`config.mk`:
```
export PLATFORM = sky130hd
export DESIGN_NAME = mux_arb_reg_flat
export DESIGN_NICKNAME = d
export VERILOG_FILES = /design/src/rtl/mux_arb_reg_if.sv /design/src/rtl/mux_arb_reg.sv /design/src/flat_wrapper.sv
export SDC_FILE = /design/constraint.sdc
export NUM_CORES = 1
export LEC_CHECK = 0
export CAP_MARGIN = 20
export CELL_PAD_IN_SITES_DETAIL_PLACEMENT = 0
export CELL_PAD_IN_SITES_GLOBAL_PLACEMENT = 2
export CORE_MARGIN = 2
export CORE_UTILIZATION = 16
export DETAILED_ROUTE_END_ITERATION = 8
export PLACE_DENSITY_LB_ADDON = 0.1
export SYNTH_ARGS = -nofsm -noshare
export SYNTH_HDL_FRONTEND = slang
export SYNTH_SLANG_ARGS = --single-unit
```
`constraint.sdc`:
```
create_clock -name clk -period 1.9 [get_ports clk]
set_input_delay 0.285 -clock clk [delete_from_list [all_inputs] [get_ports clk]]
set_output_delay 0.285 -clock clk [all_outputs]
set_load 0.02 [all_outputs]
```
`src/rtl/mux_arb_reg_if.sv`:
```
// Handshake bundle for mux_arb_reg: NCH valid/ready input channels, one registered output.
// master = sources plus consumer (drives offers and out_ready); slave = the mux.
interface mux_arb_reg_if #(
    parameter int WIDTH = 32,
    parameter int NCH   = 4,
    parameter int SELW  = 2
);
    logic                   mode;
    logic [SELW-1:0]        sel;
    logic [NCH*WIDTH-1:0]   in_data;
    logic [NCH-1:0]         in_valid;
    logic [NCH-1:0]         in_ready;
    logic [WIDTH-1:0]       out_data;
    logic                   out_valid;
    logic                   out_ready;
    logic [SELW-1:0]        out_ch;

    modport master (
        output mode, sel, in_data, in_valid, out_ready,
        input  in_ready, out_data, out_valid, out_ch
    );

    modport slave (
        input  mode, sel, in_data, in_valid, out_ready,
        output in_ready, out_data, out_valid, out_ch
    );
endinterface

```
`src/rtl/mux_arb_reg.sv`:
```
// N-channel registered mux with directed or round-robin selection into a
// one-entry output register that may drain and refill in the same cycle.
module mux_arb_reg #(
    parameter int WIDTH = 32,
    parameter int NCH   = 4,
    parameter int SELW  = 2
) (
    input  logic          clk,
    input  logic          rst,
    mux_arb_reg_if.slave  bus
);
    logic [WIDTH-1:0] r_out_data;
    logic [SELW-1:0]  r_out_ch;
    logic             r_out_valid;
    logic [SELW-1:0]  r_ptr;

    logic             w_can_accept;
    logic             w_grant_vld;
    logic [SELW-1:0]  w_grant;
    logic             w_cand_vld;
    logic [SELW-1:0]  w_cand;
    logic [NCH-1:0]   w_in_ready;
    logic             w_xfer;

    function automatic logic [SELW-1:0] rr_idx(input logic [SELW-1:0] base, input int off);
        int s;
        s = int'(base) + off;
        if (s >= NCH) s -= NCH;
        return SELW'(s);
    endfunction

    // NOTE: every signal gets a default at the top of always_comb so no path leaves it unassigned (no latch).
    always_comb begin
        w_can_accept = !r_out_valid || bus.out_ready;
        w_grant_vld  = 1'b0;
        w_grant      = '0;
        w_cand_vld   = 1'b0;
        w_cand       = '0;
        if (!bus.mode) begin
            // The directed candidate is offered ready whether or not it is valid.
            if (int'(bus.sel) < NCH) begin
                w_cand_vld  = 1'b1;
                w_cand      = bus.sel;
                w_grant     = bus.sel;
                w_grant_vld = bus.in_valid[bus.sel];
            end
        end else begin
            // Walk offsets downward so the channel nearest ptr wins.
            for (int i = NCH - 1; i >= 0; i--) begin
                if (bus.in_valid[rr_idx(r_ptr, i)]) begin
                    w_grant_vld = 1'b1;
                    w_grant     = rr_idx(r_ptr, i);
                end
            end
            w_cand_vld = w_grant_vld;
            w_cand     = w_grant;
        end
    end

    always_comb begin
        w_in_ready = '0;
        for (int k = 0; k < NCH; k++) begin
            w_in_ready[k] = w_can_accept && w_cand_vld && (w_cand == SELW'(k)) && !rst;
        end
    end

    assign w_xfer = w_can_accept && w_grant_vld;

    // NOTE: sequential state is written only with non-blocking assignments so every flop samples pre-edge values.
    always_ff @(posedge clk) begin
        if (rst) begin
            r_out_data  <= '0;
            r_out_ch    <= '0;
            r_out_valid <= 1'b0;
            r_ptr       <= '0;
        end else if (w_xfer) begin
            r_out_data  <= bus.in_data[int'(w_grant)*WIDTH +: WIDTH];
            r_out_ch    <= w_grant;
            r_out_valid <= 1'b1;
            if (bus.mode) begin
                r_ptr <= (w_grant == SELW'(NCH - 1)) ? '0 : w_grant + 1'b1;
            end
        end else if (r_out_valid && bus.out_ready) begin
            r_out_valid <= 1'b0;
        end
    end

    assign bus.in_ready  = w_in_ready;
    assign bus.out_data  = r_out_data;
    assign bus.out_ch    = r_out_ch;
    assign bus.out_valid = r_out_valid;
endmodule

```
`src/flat_wrapper.sv`:
```
// flat-port wrapper written by rule: the top's interface ports become plain ports
module mux_arb_reg_flat 
#(
    parameter int WIDTH = 32,
    parameter int NCH   = 4,
    parameter int SELW  = 2
)
  (clk, rst, bus_mode, bus_sel, bus_in_data, bus_in_valid, bus_out_ready, bus_in_ready, bus_out_data, bus_out_valid, bus_out_ch);
  mux_arb_reg_if #(.WIDTH(WIDTH), .NCH(NCH), .SELW(SELW)) bus_i ();
  input  logic clk;
  input  logic rst;
  input wire logic [$bits(bus_i.mode)-1:0] bus_mode;
  input wire logic [$bits(bus_i.sel)-1:0] bus_sel;
  input wire logic [$bits(bus_i.in_data)-1:0] bus_in_data;
  input wire logic [$bits(bus_i.in_valid)-1:0] bus_in_valid;
  input wire logic [$bits(bus_i.out_ready)-1:0] bus_out_ready;
  output wire logic [$bits(bus_i.in_ready)-1:0] bus_in_ready;
  output wire logic [$bits(bus_i.out_data)-1:0] bus_out_data;
  output wire logic [$bits(bus_i.out_valid)-1:0] bus_out_valid;
  output wire logic [$bits(bus_i.out_ch)-1:0] bus_out_ch;
  assign bus_i.mode = bus_mode;
  assign bus_i.sel = bus_sel;
  assign bus_i.in_data = bus_in_data;
  assign bus_i.in_valid = bus_in_valid;
  assign bus_i.out_ready = bus_out_ready;
  assign bus_in_ready = bus_i.in_ready;
  assign bus_out_data = bus_i.out_data;
  assign bus_out_valid = bus_i.out_valid;
  assign bus_out_ch = bus_i.out_ch;
  mux_arb_reg #(.WIDTH(WIDTH), .NCH(NCH), .SELW(SELW)) u_core (.clk(clk), .rst(rst), .bus(bus_i));
endmodule
```
* Yosys cells after proc, flatten, opt, wreduce, memory -nomap -nowiden
Cells that the tools add are included.
** Storage, ports and cells
- Bits in registers :: 37
- Output and inout bits :: 39
** Operators by class
- $add $sub $neg :: 8
- Magnitude comparators :: 9
- Equal/unequal tests :: 3
- Shift operators :: 1
- Muxes and demuxes :: 32
- Reductions and logical operators :: 17
** Operators by type and width (count)
- 128-bit by 8-bit variable part select with 32-bit output :: 1
- 2-bit two-way mux :: 14
- 2-bit by 3-bit < comparator with 1-bit output, second input constant :: 5
- 1-bit two-way mux :: 13
- 1-bit logical AND :: 11
- 1-bit binary-select mux with 2-bit select :: 5
- 3-bit greater-or-equal comparator, second input constant :: 3
- 2-bit by 1-bit subtractor with 2-bit output, second input constant :: 4
- 2-bit by 2-bit adder with 3-bit output, second input constant :: 2
- 2-bit == test, second input constant :: 2
- 2-bit by 1-bit adder with 3-bit output, second input constant :: 1
- 2-bit by 3-bit greater-or-equal comparator with 1-bit output, second input constant :: 1
- 2-bit by 1-bit adder with 2-bit output, second input constant :: 1
- 2-bit by 1-bit == test with 1-bit output, second input constant :: 1
- 1-bit zero test :: 2
- 2-bit zero test :: 1
- 2-bit AND reduction :: 1
- 2-bit nonzero test :: 1
- 1-bit logical OR :: 1

* Logic depth before layout (Yosys ltp)
Gate-level depths: netlist of run 1.
- Depth after elaboration :: 14
- Gate-level depth with buffers :: 9

* Least setup slack after synthesis of run 1
OpenSTA, ideal clock, no wires.
- Kind :: register -> output
- From :: reg u_core.r_ptr[0]
- To :: out bus_in_ready[1]
- Arrival time :: 1.799 ns
- Required time :: 1.615 ns
- Setup slack :: -0.184 ns
- Cell stages (with the launch flop) :: 7
- Path buffers :: 1
- Cells stage by stage :: dfxtp_1 -> nor2b_4 -> o21bai_1 -> a211oi_2 -> mux2i_4 -> buf_2 -> nor3_1
** On the way
- Cells in the longest elaborated chain, start to end :: 14
** Ends and longest elaborated chain
- from (decl) :: line mux_arb_reg.sv:15 : logic [SELW-1:0] r_ptr;
- from (signal assigned) :: line mux_arb_reg.sv:81 : r_ptr <= (w_grant == SELW'(NCH - 1)) ? '0 : w_grant + 1'b1;
- 2-bit by 2-bit adder with 3-bit output :: line mux_arb_reg.sv:27 : s = int'(base) + off;
- 3-bit greater-or-equal comparator / 2-bit by 1-bit subtractor with 2-bit output (equally long branches) :: line mux_arb_reg.sv:28 : if (s >= NCH) s -= NCH;
- 2-bit two-way mux :: line mux_arb_reg.sv:28
- 2-bit two-way mux :: line mux_arb_reg.sv:39 : if (!bus.mode) begin
- 1-bit binary-select mux with 2-bit select :: line mux_arb_reg.sv:50 : if (bus.in_valid[rr_idx(r_ptr, i)]) begin
- 1-bit two-way mux (not written as such) :: line mux_arb_reg.sv:50
- 2-bit two-way mux / 1-bit two-way mux (equally long branches) (4 in series) :: line mux_arb_reg.sv:50
- 2-bit two-way mux / 1-bit two-way mux (equally long branches) :: line mux_arb_reg.sv:39
- 2-bit by 1-bit == test with 1-bit output / 1-bit logical AND (equally long branches) :: line mux_arb_reg.sv:63 : w_in_ready[k] = w_can_accept && w_cand_vld && (w_cand == SELW'(k)) && !rst;
- 1-bit logical AND * (2 in series) :: line mux_arb_reg.sv:63
- to (decl) :: line flat_wrapper.sv:17 : output wire logic [$bits(bus_i.in_ready)-1:0] bus_in_ready;
Mark *: on every way between the ends. The rest lies on a longest branch, timed or not. The select of a mux whose other input is x is not followed.

* Worst setup path after layout of run 1
- From :: reg u_core.r_ptr[0]
- To :: out bus_in_ready[3]
** On the way
- Cells in the longest elaborated chain, start to end :: 14
** Ends and longest elaborated chain (line)
- 2-bit by 2-bit adder with 3-bit output :: mux_arb_reg.sv:27
- 3-bit greater-or-equal comparator / 2-bit by 1-bit subtractor with 2-bit output (equally long branches) :: mux_arb_reg.sv:28
- 2-bit two-way mux :: mux_arb_reg.sv:28
- 2-bit two-way mux :: mux_arb_reg.sv:39
- 1-bit binary-select mux with 2-bit select :: mux_arb_reg.sv:50
- 1-bit two-way mux (not written as such) :: mux_arb_reg.sv:50
- 2-bit two-way mux / 1-bit two-way mux (equally long branches) (4 in series) :: mux_arb_reg.sv:50
- 2-bit two-way mux / 1-bit two-way mux (equally long branches) :: mux_arb_reg.sv:39
- 2-bit == test / 1-bit logical AND (equally long branches) :: mux_arb_reg.sv:63
- 1-bit logical AND * (2 in series) :: mux_arb_reg.sv:63
Marks and branches as above.

==> results of run 1 <==
==> layout by cell type (no fill, tap or decap), types with 3 or more instances in the layout <==
cell type and instances:
sky130_fd_sc_hd__nor2_4 3, sky130_fd_sc_hd__buf_4 26, sky130_fd_sc_hd__clkbuf_16 10, sky130_fd_sc_hd__buf_6 10, sky130_fd_sc_hd__o21ai_2 3, sky130_fd_sc_hd__nand3_1 115, sky130_fd_sc_hd__buf_12 12, sky130_fd_sc_hd__dlygate4sd2_1 4
sky130_fd_sc_hd__dfxtp_1 35, sky130_fd_sc_hd__o21ai_0 61, sky130_fd_sc_hd__nand2b_1 3, sky130_fd_sc_hd__a32o_1 32, sky130_fd_sc_hd__nor2_1 7, sky130_fd_sc_hd__a21oi_1 4, sky130_fd_sc_hd__clkdlybuf4s50_1 166, sky130_fd_sc_hd__nand3_2 13
sky130_fd_sc_hd__o21ai_1 3
==> metrics by stage <==
stage	std cells	utilization (%)	TNS (ps)	power, mW	hold WS (ps)
2_1_floorplan	353	-	0	1.74	350
4_1_cts	755	31.1	-2890	3.49	468
3_3_place_gp	741	29.5	-29000	2.55	448
6_report	766	33.2	-1170	3.62	462
3_5_place_dp	741	29.5	-31500	2.55	453
5_1_grt	766	33.2	-3640	3.84	473
==> what timing repair did <==
action	in CTS	in global routing
setup buffers	6	5
gates resized for setup	46	35
endpoints found under the setup margin	39	36
pin swaps	5	6
cloned	1	6
==> worst paths after layout <==
path / end / slack (ps) / cells after the start
worst min register to register: u_core.bus.out_data[31] / 460 / 1
worst min-delay path: u_core.bus.out_data[31] / 460 / 1
worst max-delay path: bus_in_ready[3] / -150 / 8
worst max register to register: u_core.bus.out_data[2] / -60 / 8
==> layout make-up <==
| cell class | instances | share of cell area (%) |
|---|---|---|
| timing repair buffer | 226 | 44.3 |
| tap | 220 | 5.04 |
| multi-input combinational | 274 | 34.2 |
| sequential | 37 | 13.7 |
| inverter | 2 | 0.229 |
| clock buffer | 7 | 2.61 |
==> worst reg2reg max path: cells and delay by family, from the launching register on <==
family                 cells  cell delay (ps)
flip-flops                 1              370
buffers and inverters      3              490
AND/OR/NAND/NOR            3              260
AO/OA/AOI/OAI              2              730
==> state kept, by name, indices dropped and copies added (netlist names) <==
register              count
u_core.bus.out_data      32
u_core.bus.out_valid      1
u_core.r_ptr              2
u_core.bus.out_ch         2
==> power by group <==
part           leakage, nW  internal, mW  switching, mW
Clock               0.0700         0.516          0.344
Combinational         1.62         0.951          0.854
Sequential           0.308         0.891         0.0635
Total                 2.00          2.36           1.26
==> cells by family after synthesis <==
kind of cell,share of synthesized area [%]
DFF,27.8
muxes,2.44
adders and majority gates,0.469
and+or+nand+nor,31.2
AOI/OAI and AO/OA,28.9
buffers and inverters,9.24
==> routing by layer <==
layer / vias up / wire length, microns
met3: 6 / 1090
met2: 127 / 6530
met1: 1672 / 6510
li1: 1738 / -
met5: - / 0
met4: 0 / 91
==> impl.org, run 1 <==
** Run status
- Run status :: complete, but fails checks
- The final reports fail on setup timing.

** Logic synthesis
- A synthesized cell averages 7.56 sq um.
- The number of nets in the synthesized netlist is a little under 500.
- In this run the biggest area consumer among cell types represents 27.8% of the synthesized area.
- After synthesis the cells add up to 0.00267 sq mm.
- Synthesis produced a netlist whose cell count is 353.
- For this run, the leading register cell type out of synthesis is sky130_fd_sc_hd__dfxtp_1.
- Synthesis instantiated 37 different standard cells from the library.
- Synthesized flop and latch total :: 37
- Yosys mapped a number of flops with a built-in enable equal to 0.
- Warnings from Yosys :: 0
- Synth area leader :: sky130_fd_sc_hd__dfxtp_1
- Among all cell types in the netlist, the one instantiated most often is sky130_fd_sc_hd__nand3_1.
- The share of the Yosys chip area taken by registers is 27.8%.
- Ranked by total cell area, the synthesized netlist is headed by sky130_fd_sc_hd__dfxtp_1 (28%), sky130_fd_sc_hd__nand3_1 (22%), sky130_fd_sc_hd__a32o_1 (12%).
- After synthesis, the most frequently instantiated cells are sky130_fd_sc_hd__nand3_1 (118), sky130_fd_sc_hd__o21ai_0 (63), sky130_fd_sc_hd__dfxtp_1 (37).
- Async set-or-reset flop fraction in the synthesized netlist :: 0%

** Clock tree
- In this run the number of H-tree levels came out at 2.
- Insertion delay to the later sink of the worst-skew pair :: 290 ps
- In this run, post-CTS hold repair placed 0 buffers.
- In this run the deepest clock path goes through 2 buffers.
- Clock tree from TritonCTS :: yes
- In this run the clock root is driven by a sky130_fd_sc_hd__clkbuf_16.
- Clk slew on worst S/H paths :: around 60 ps
- Clock tree synthesis found a total of 37 sinks.
- TritonCTS created 5 clock buffers.

** Placement
- Detailed placer's ending HPWL :: 8910 microns
- Input/output buffers :: 176
- Final weighted congestion in routability-driven placement :: 0.703
- Before CTS, the worst setup slack after placement is -948 ps.
- After detailed placement, the total cell area comes to 0.00486 sq mm.

** Setup path
- The kind of cell with the highest combined delay along the critical path is flip-flops.
- The slowest stage of the critical path is the sky130_fd_sc_hd__dfxtp_4 cell.
- The critical path is of the flip-flop to output pin type.
- For the worst setup path, the data required time is 1620 ps.
- Launching element of the worst setup path :: u_core.r_ptr[0]
- STA classifies the critical path endpoint as an output pin.
- Traced cell by cell, the critical path runs through nand2b_4, a21oi_4, a211oi_4, mux2i_4, clkinv_4, ha_4, and2_4, buf_6.
- Critical path peak fanout :: 4
- Delay of the slowest cell on the worst path :: 360 ps
- Together, buffers and inverters on the worst path number 2.
- STA classifies the critical path startpoint as a flip-flop.
- Critical path data arrival time :: about 1800 ps
- Launch point of the worst reg-to-reg path :: u_core.r_ptr[0]

** Timing
- The number of max-slew violations in the final report came to 0.
- For the pin with the worst max-slew slack, the measured transition is 371 ps.
- Number of setup violations in the final report :: 26
- The number of hold-slack violations in the final timing report is 0.
- Tcrit/Tclk final :: 108%
- Slew Limit Headroom :: approximately three quarters
- Between clock sinks in the finished design, the worst skew comes to approximately 4.4 ps.
- Maximum clock frequency :: 488 MHz
- Setup repair after global routing could not meet its margin everywhere.
- The worst path in the final design needs a cycle of 2050 ps, including I/O delays and setup.
- Fin worst setup slack :: -150 ps

** Finish
- Cell area after layout :: 0.00546 sq mm
- After filler insertion, the fill cell instance count of the layout stands at 1712.
- Fin nets :: about 690
- Area taken by flip-flops and latches :: 748 sq um
- The repair_antennas step left the layout with diodes totalling 0.
- Area of the multi-input gates :: approximately 0.0019 sq mm
- Of the cells placed in the final design, the portion with a size suffix greater than 1 is 19.6%.
- Layout Area Growth over Synthesis :: 105%

** Routing
- Via count :: between 3000 and 4000
- Via count normalized by instance count :: 4.63
- After detailed routing, the average wire length per cell comes to between 15 and 20 microns.
- Before antenna repair, the detailed router went through 4 iterations.
- In this run the remaining antenna-violating nets after routing total 0.
- Final routed DRC violation total :: 0
- After detailed routing, the total wire length is 14200 microns.
- After the first detailed-routing iteration, the DRC count stood at 140.

** Hold path
- Origin of the worst min-delay path :: u_core.bus.out_data[31]
- Hold/Removal Path Class :: flip-flop to flip-flop

** Global routing
- Gr busiest metal :: met2
- Met2 Usage GRT :: 24.6%
- Global-route wire length before repair :: 20200 microns
- Global routing usage summed across all routing layers :: 14.5%
- Met1 global-route usage :: 18.2%
- Entering global routing, the biggest net connects 38 pins.
- Met3 Use GR :: 4.83%
- The number of antenna violations at the first check in global routing is 0.
- Summed over all layers, the global routing overflow is 0.
- The via count of the first global-routing pass is 3616.

** Floorplan
- 177 I/O pins were placed.
- Chip Width :: 133 microns
- The floorplan step defined a core boundary enclosing 0.0165 sq mm.
- Effective utilization at floorplan :: 16.2%
- Standard-cell rows :: 47
- Die outline height :: around 130 microns
- Die Footprint :: 0.0177 sq mm

** Power
- Across the VDD grid, the largest voltage drop is 297 uV.
- Power spread over the standard cell area amounts to 663 mW/mm^2.
- The analysis attributes to cell leakage a power of approximately 2.0 nW.

** Flow run
- Max-cap violations in this run came to 0.
Power figures use the tool's default switching activity.
==> run 2: changes to the inputs <==
CORE_MARGIN = 3   (was 2)
CTS_CLUSTER_SIZE = 8   (was default)
==> run 2 against run 1 <==
The run still ends with setup timing left. First-iteration DRC count up 34%. Routed wire length up 17%. Combinational power up 10%. Clock-buffer cell count up 1. Setup slack worse by 37 ps. Fmax down 1.8%. Clock power down 4.7%. Worst hold slack better by 2.9 ps. Sequential power about the same. Final cell count up 2.3%. Highest routed layer unchanged.
==> impl.org, run 2 (synthesis gave the netlist of run 1 again) <==
** Routing
- Number of antenna-violating nets in the routed design :: 0
- The final layout contains routed wiring with a total length of 16700 microns.
- The detailed router finished its first iteration with between 150 and 200 violations.
- Via count normalized by instance count :: 4.76
- TritonRoute pass-1 iters :: 4
- DR WL/cell :: around 21 microns
- For this run, design rule violations remaining after detail routing come to 0.
- Via count :: 3732

** Clock tree
- The clock passes through at most 2 buffers.
- TritonCTS created 5 clock buffers.
- The clock drives 37 sinks.
- The number of hold buffers added after CTS was 0.
- Clock-pin slew was measured on the worst setup and hold paths at roughly 60 ps.
- Insertion delay to the later sink of the worst-skew pair :: 280 ps
- H-Tree Level Count :: 2
- Master cell of the clock root buffer :: sky130_fd_sc_hd__clkbuf_16
- TritonCTS built the clock tree.

** Power
- Areal power density over the cells :: 642 mW/mm^2
- For this design the total switching power over the nets is between 1 and 1.5 mW.
- Total internal power :: roughly 2.4 mW
- The share of total power dissipated in sequential elements is 25.3%.
- Net switching is 35.7% of the power.
- The clock network accounts for 21.7% of the total power.
- Across the VDD grid, the largest voltage drop is 338 uV.
- Leakage power :: 2.22 nW
- Combinational logic is responsible for roughly 53% of the overall power.

** Finish
- Most common library cell in the layout ignoring fill and taps :: sky130_fd_sc_hd__clkdlybuf4s50_1
- Number of standard cells in the layout, taps in and fillers out :: 784
- The finished cells cover 0.00588 sq mm.
- Top library cells by usage in the layout, fill and taps aside :: sky130_fd_sc_hd__clkdlybuf4s50_1 (167), sky130_fd_sc_hd__nand3_1 (99), sky130_fd_sc_hd__o21ai_0 (45), sky130_fd_sc_hd__dfxtp_1 (35), sky130_fd_sc_hd__buf_4 (34)
- Cells fill 36.5% of the core in the end.
- 0 antenna diodes ended up in the layout.
- Fin nets :: 706
- Relative to the synthesized area, the layout overhead comes to 120%.
- Number of flip-flops under the largest register name :: 32
- # fillers :: between 1500 and 2000
- Fraction of final layout cells sized beyond drive strength 1 :: 25.5%

** Placement
- Post-Place Worst Slack :: -889 ps
- Once placement completed, the tool counted placed cells totaling ~750.
- Final weighted congestion in routability-driven placement :: 0.792
- The count of buffers added on input and output ports is 176.
- Detailed placer's ending HPWL :: just over 9000 microns
- Summing all placed instances gives a cell area of 0.00489 sq mm.

** Timing
- For the pin with the worst max-slew slack, the measured transition is 302 ps.
- Setup violations remaining at the end of the flow were counted as 35.
- Count of final hold-check violations :: 0
- Tcrit/Tclk final :: 110%
- Shortest period the worst path allows :: 2090 ps
- Between clock sinks in the finished design, the worst skew comes to 6.21 ps.
- Maximum clock frequency :: approximately 480 MHz
- The number of max-slew violations in the final report came to 0.
- Setup repair after global routing could not meet its margin everywhere.
- After layout, the worst setup slack is -187 ps.
- Slew Limit Headroom :: 79.9%

** Setup path
- Along the worst path, the maximum fanout reaches 5.
- The startpoint identified for the worst register-to-register timing path is u_core.r_ptr[0].
- Launching element of the worst setup path :: u_core.r_ptr[0]
- STA puts the critical path data required time at around 1600 ps.
- Element type at the critical path start :: flip-flop
- Data arrives at the worst endpoint at 1800 ps.
- The critical path is of the flip-flop to output pin type.
- STA classifies the critical path endpoint as an output pin.

** Flow run
- Across the run, the number of max-cap violations was 0.

** Floorplan
- Effective utilization at floorplan :: around 17%
- The die covers 0.0183 sq mm.
- Die outline height :: 135 microns
- For this design the top-level I/O count stands at 177.
- Row generation in the floorplan step produced 46 rows.
- The core region is 0.0161 sq mm.
- Chip Width :: 135 microns

** Run status
- Run status :: complete, but fails checks
- The final reports fail on setup timing.

** Hold path
- In this run the worst hold path is classified as flip-flop to flip-flop.
- In this run the most critical hold path is launched from u_core.bus.out_data[22].

** Global routing
- For this run, the total global-route usage over all layers was measured as 14.7%.
- The first global-routing pass estimated 21000 microns of wire.
- Number of global-route vias before repair :: between 3000 and 4000
- The number of antenna violations at the first check in global routing came to 0.
- Pin count of the biggest net entering global routing :: 66
- Global-route congestion overflow total :: 0
## run 2: per-layer routing
metal / global-route usage, % / vias to the layer above / wire, microns
met1: 18.7 / 1790 / 7160
met2: 25.8 / 149 / 8440
li1: - / 1782 / -
met4: 1.74 / 0 / 163
met3: 3.49 / 11 / 903
met5: 0 / - / 0
## run 2: worst paths after layout
| path | end | slack, ps | cells after the start |
|---|---|---|---|
| max | bus_in_ready[3] | -190 | 8 |
| min | u_core.bus.out_data[22] | 460 | 1 |
| max reg2reg | u_core.bus.out_data[28] | -100 | 10 |
| min reg2reg | u_core.bus.out_data[22] | 460 | 1 |
## run 2: timing repair
item	4_1_cts	5_1_grt
gates resized for setup	49	77
setup endpoints to repair	39	38
pin swaps	7	30
buffers inserted	8	8
gates cloned	1	15
endpoints found under the hold margin	0	0
## run 2: area by class of cell
cell class / instances / area, sq um / share of cell area, %
inverters: 2 / 12.5 / 0.213
clock buffers: 8 / 136 / 2.32
well taps: 216 / 270 / 4.60
flip-flops and latches: 37 / 746 / 12.7
multi-input cells: 274 / 1990 / 33.8
repair buffers: 247 / 2730 / 46.4
## run 2: worst max-delay path, cell delays in order, from the launching register on
cell	delay [ps]
sky130_fd_sc_hd__dfxtp_4	370
sky130_fd_sc_hd__nor2b_4	150
sky130_fd_sc_hd__buf_6	110
sky130_fd_sc_hd__o21ai_4	50
sky130_fd_sc_hd__a311o_2	390
sky130_fd_sc_hd__nand2_2	110
sky130_fd_sc_hd__ha_4	120
sky130_fd_sc_hd__and2_4	120
sky130_fd_sc_hd__buf_6	110
## run 2: through the flow
stage                     power, mW  TNS [ps]  hold slack [ps]
after detailed placement       2.56    -32460              454
after floorplan                1.74         0              350
final                          3.77     -1930              465
after CTS                      3.51     -3730              468
after global routing           3.99     -4540              480
after global placement         2.57    -29620              447
## run 2: power by group through the flow
| stage | clock [mW] | combinational, mW | sequential (mW) |
|---|---|---|---|
| 6_report | 0.820 | 2.00 | 0.956 |
| 5_1_grt | 0.885 | 2.13 | 0.971 |
| 4_1_cts | 0.856 | 1.70 | 0.955 |
| 3_5_place_dp | 0 | 1.59 | 0.970 |
| 3_3_place_gp | 0 | 1.60 | 0.968 |
| 2_1_floorplan | 0 | 0.645 | 1.10 |
==> run 3: changes to the inputs <==
CORE_UTILIZATION = 25   (was 16)
DONT_BUFFER_PORTS = 1   (was default)
==> run 3 against run 2 <==
The run still ends with setup timing left. Power fell by 28%. Highest routed layer unchanged. Combinational power fell by 47%. Routed wire length fell by 32%. Non-clock buffer count fell by 209. Global-route usage rose by 1.8 points. Utilization fell by 3.4 points. Critical path type unchanged. Clock skew rose by 2.5 ps. Worst hold slack got worse by 410 ps. Clock-buffer cell count fell by 2. Clock power fell by 32%. Setup slack improved by 100 ps. Fmax rose by 5.3%.
==> impl.org, run 3 (synthesis gave the netlist of run 1 again) <==
** Run status
- Run status :: complete, but fails checks
- Violated checks :: setup timing

** Placement
- The wire-length estimate of the detail-placed layout is 7140 microns.
- Routability-driven placement finished with a final weighted congestion of 0.776.
- Placed Area :: just under 0.003 sq mm
- Input/output buffers :: 0
- Number of instances in the placed design :: 472

** Finish
- For this run, the post-layout net count is 496.
- Leaving out filler cells and counting taps, the final layout contains 494.
- Number of flip-flops under the largest register name :: 32
- Fraction of final layout cells sized beyond drive strength 1 :: 25.4%
- Layout Area Growth over Synthesis :: 28.4%
- Top library cells by usage in the layout, fill and taps aside :: sky130_fd_sc_hd__nand3_1 (113), sky130_fd_sc_hd__o21ai_0 (60), sky130_fd_sc_hd__dfxtp_1 (35), sky130_fd_sc_hd__a32o_1 (32), sky130_fd_sc_hd__nand3_2 (15)
- Cell area after layout :: 0.00343 sq mm
- Number of inserted diodes :: 0
- Most common library cell in the layout ignoring fill and taps :: sky130_fd_sc_hd__nand3_1

** Power
- Areal power density over the cells :: between 700 and 800 mW/mm^2
- Summed over all cells, the static leakage comes to 1.22 nW.
- The worst-case IR drop observed on VDD is 261 uV.
- The completed layout was analyzed and its total power is 2.72 mW.

** Setup path
- Chain of cells forming the critical path :: nand4_1, a311o_2, nand2_4, ha_4, and2_4
- STA classifies the critical path endpoint as an output pin.
- The setup path with the least slack is of type flip-flop to output pin.
- At the worst endpoint, the required time is 1620 ps.
- For this run, the slowest stage of the critical path takes 470 ps.
- Element type at the critical path start :: flip-flop
- Highest-delay cell along the critical path :: sky130_fd_sc_hd__a311o_2
- Critical path data arrival time :: 1700 ps
- Critical path peak fanout :: 6
- Worst R2R Path Depth :: 7

** Timing
- Number of setup violations in the final report :: 4
- The worst pin sits at a relative slew slack of around three quarters.
- Count of final hold-check violations :: 0
- Fin worst setup slack :: -82.4 ps
- In the finished design, the share of the clock period the worst path needs comes to 104%.
- Clock skew on the completed layout was measured at roughly 8.7 ps.
- Hold timing on the final database bottoms out at a slack of approximately 55 ps.
- Setup repair after global routing could not meet its margin everywhere.
- The number of max-slew violations in the final report was 0.
- Maximum clock frequency :: 504 MHz
- Shortest period the worst path allows :: roughly 2000 ps
- At the pin with the least slew margin, the transition time is 375 ps.

** Clock tree
- H-Tree Level Count :: 2
- CTS saw 37 sinks.
- Clock-pin slew was measured on the worst setup and hold paths at 80 ps.
- Insertion delay to the later sink of the worst-skew pair :: 290 ps
- Clock buffers created by TritonCTS :: 5
- Master cell of the clock root buffer :: sky130_fd_sc_hd__clkbuf_8
- The longest clock path from root to sink contains 2 buffers.
- TritonCTS built the clock tree.

** Hold path
- Hold/Removal Path Class :: primary input to flip-flop
- Along the worst hold path, the cell count comes to 1.

** Floorplan
- Standard-cell rows :: 37
- The die is 109 microns wide.
- The floorplan step defined a die boundary enclosing about 0.012 sq mm.
- Effective utilization at floorplan :: 25.7%
- 177 I/O pins were placed.
- The region available for standard cell placement spans between 0.01 and 0.015 sq mm.
- Measured along the y axis, the die boundary spans 109 microns.

** Global routing
- The first global-routing pass estimated 15400 microns of wire.
- Initial antenna violation count :: 0
- The via count of the first global-routing pass was approximately 2700.
- Global routing usage summed across all routing layers :: 16.4%
- Entering global routing, the biggest net connects 65 pins.
- Summed over all layers, the global routing overflow is 0.

** Routing
- The final layout contains routed wiring with a total length of 11300 microns.
- Via count normalized by instance count :: 5.78
- The routed layout has 2854 vias.
- After detailed routing, the average wire length per cell comes to roughly 23 microns.
- Final routed DRC violation total :: 0
- The detailed router finished its first iteration with ~150 violations.
- TritonRoute pass-1 iters :: 5
- Number of antenna-violating nets in the routed design :: 0

** Flow run
- Max Cap Viol :: 0
## run 3: worst paths after layout
check,start,to,slack (ps)
worst min-delay path,rst,u_core.r_ptr[1],50
worst max-delay path,u_core.r_ptr[0],bus_in_ready[3],-80
worst max register to register,u_core.r_ptr[0],u_core.bus.out_data[9],20
worst min register to register,u_core.r_ptr[0],u_core.r_ptr[0],580
## run 3: critical path: cells and delay by family (launching register included)
family | cells | cell delay, ps
fa+ha+maj | 1 | 130
compound gates | 1 | 470
simple gates | 3 | 410
flops | 1 | 390
## run 3: per-layer routing
layer / global-route usage (%) / vias up / wire length (microns)
li1: - / 1358 / -
met1: 22.3 / 1381 / 5020
met2: 25.6 / 113 / 5300
met3: 5.58 / 2 / 968
met4: 3.03 / 0 / 40
met5: 0 / - / 0
## run 3: area by class of cell
| type | instances | area [sq um] |
|---|---|---|
| repair buffers | 38 | 562 |
| fillers | 1133 | 6940 |
| clock inverters | 2 | 10.0 |
| well taps | 136 | 170 |
| inverters | 2 | 12.5 |
| flip-flops and latches | 37 | 748 |
| multi-input cells | 273 | 1850 |
| clock buffers | 6 | 72.6 |
## run 3: what timing repair did
| action | CTS | global route |
|---|---|---|
| pin swaps | 9 | 9 |
| buffers inserted | 5 | 5 |
| setup endpoints to repair | 4 | 36 |
| cloned | 0 | 7 |
| hold buffers | 0 | 0 |
| resized for setup | 15 | 23 |
## run 3: stage by stage
stage                     utilization, %  setup slack [ps]  TNS, ps
after CTS                           30.3              -131     -362
after floorplan                        -              18.0        0
after global routing                33.0              -169    -1640
after global placement              28.6              85.5        0
after detailed placement            28.6              42.4        0
final                               33.0             -82.4     -246
## run 3: where the power goes
group	internal, mW	leakage (nW)	switching, mW
logic	0.495	0.868	0.560
registers	0.890	0.308	0.222
clock network	0.255	0.0450	0.302
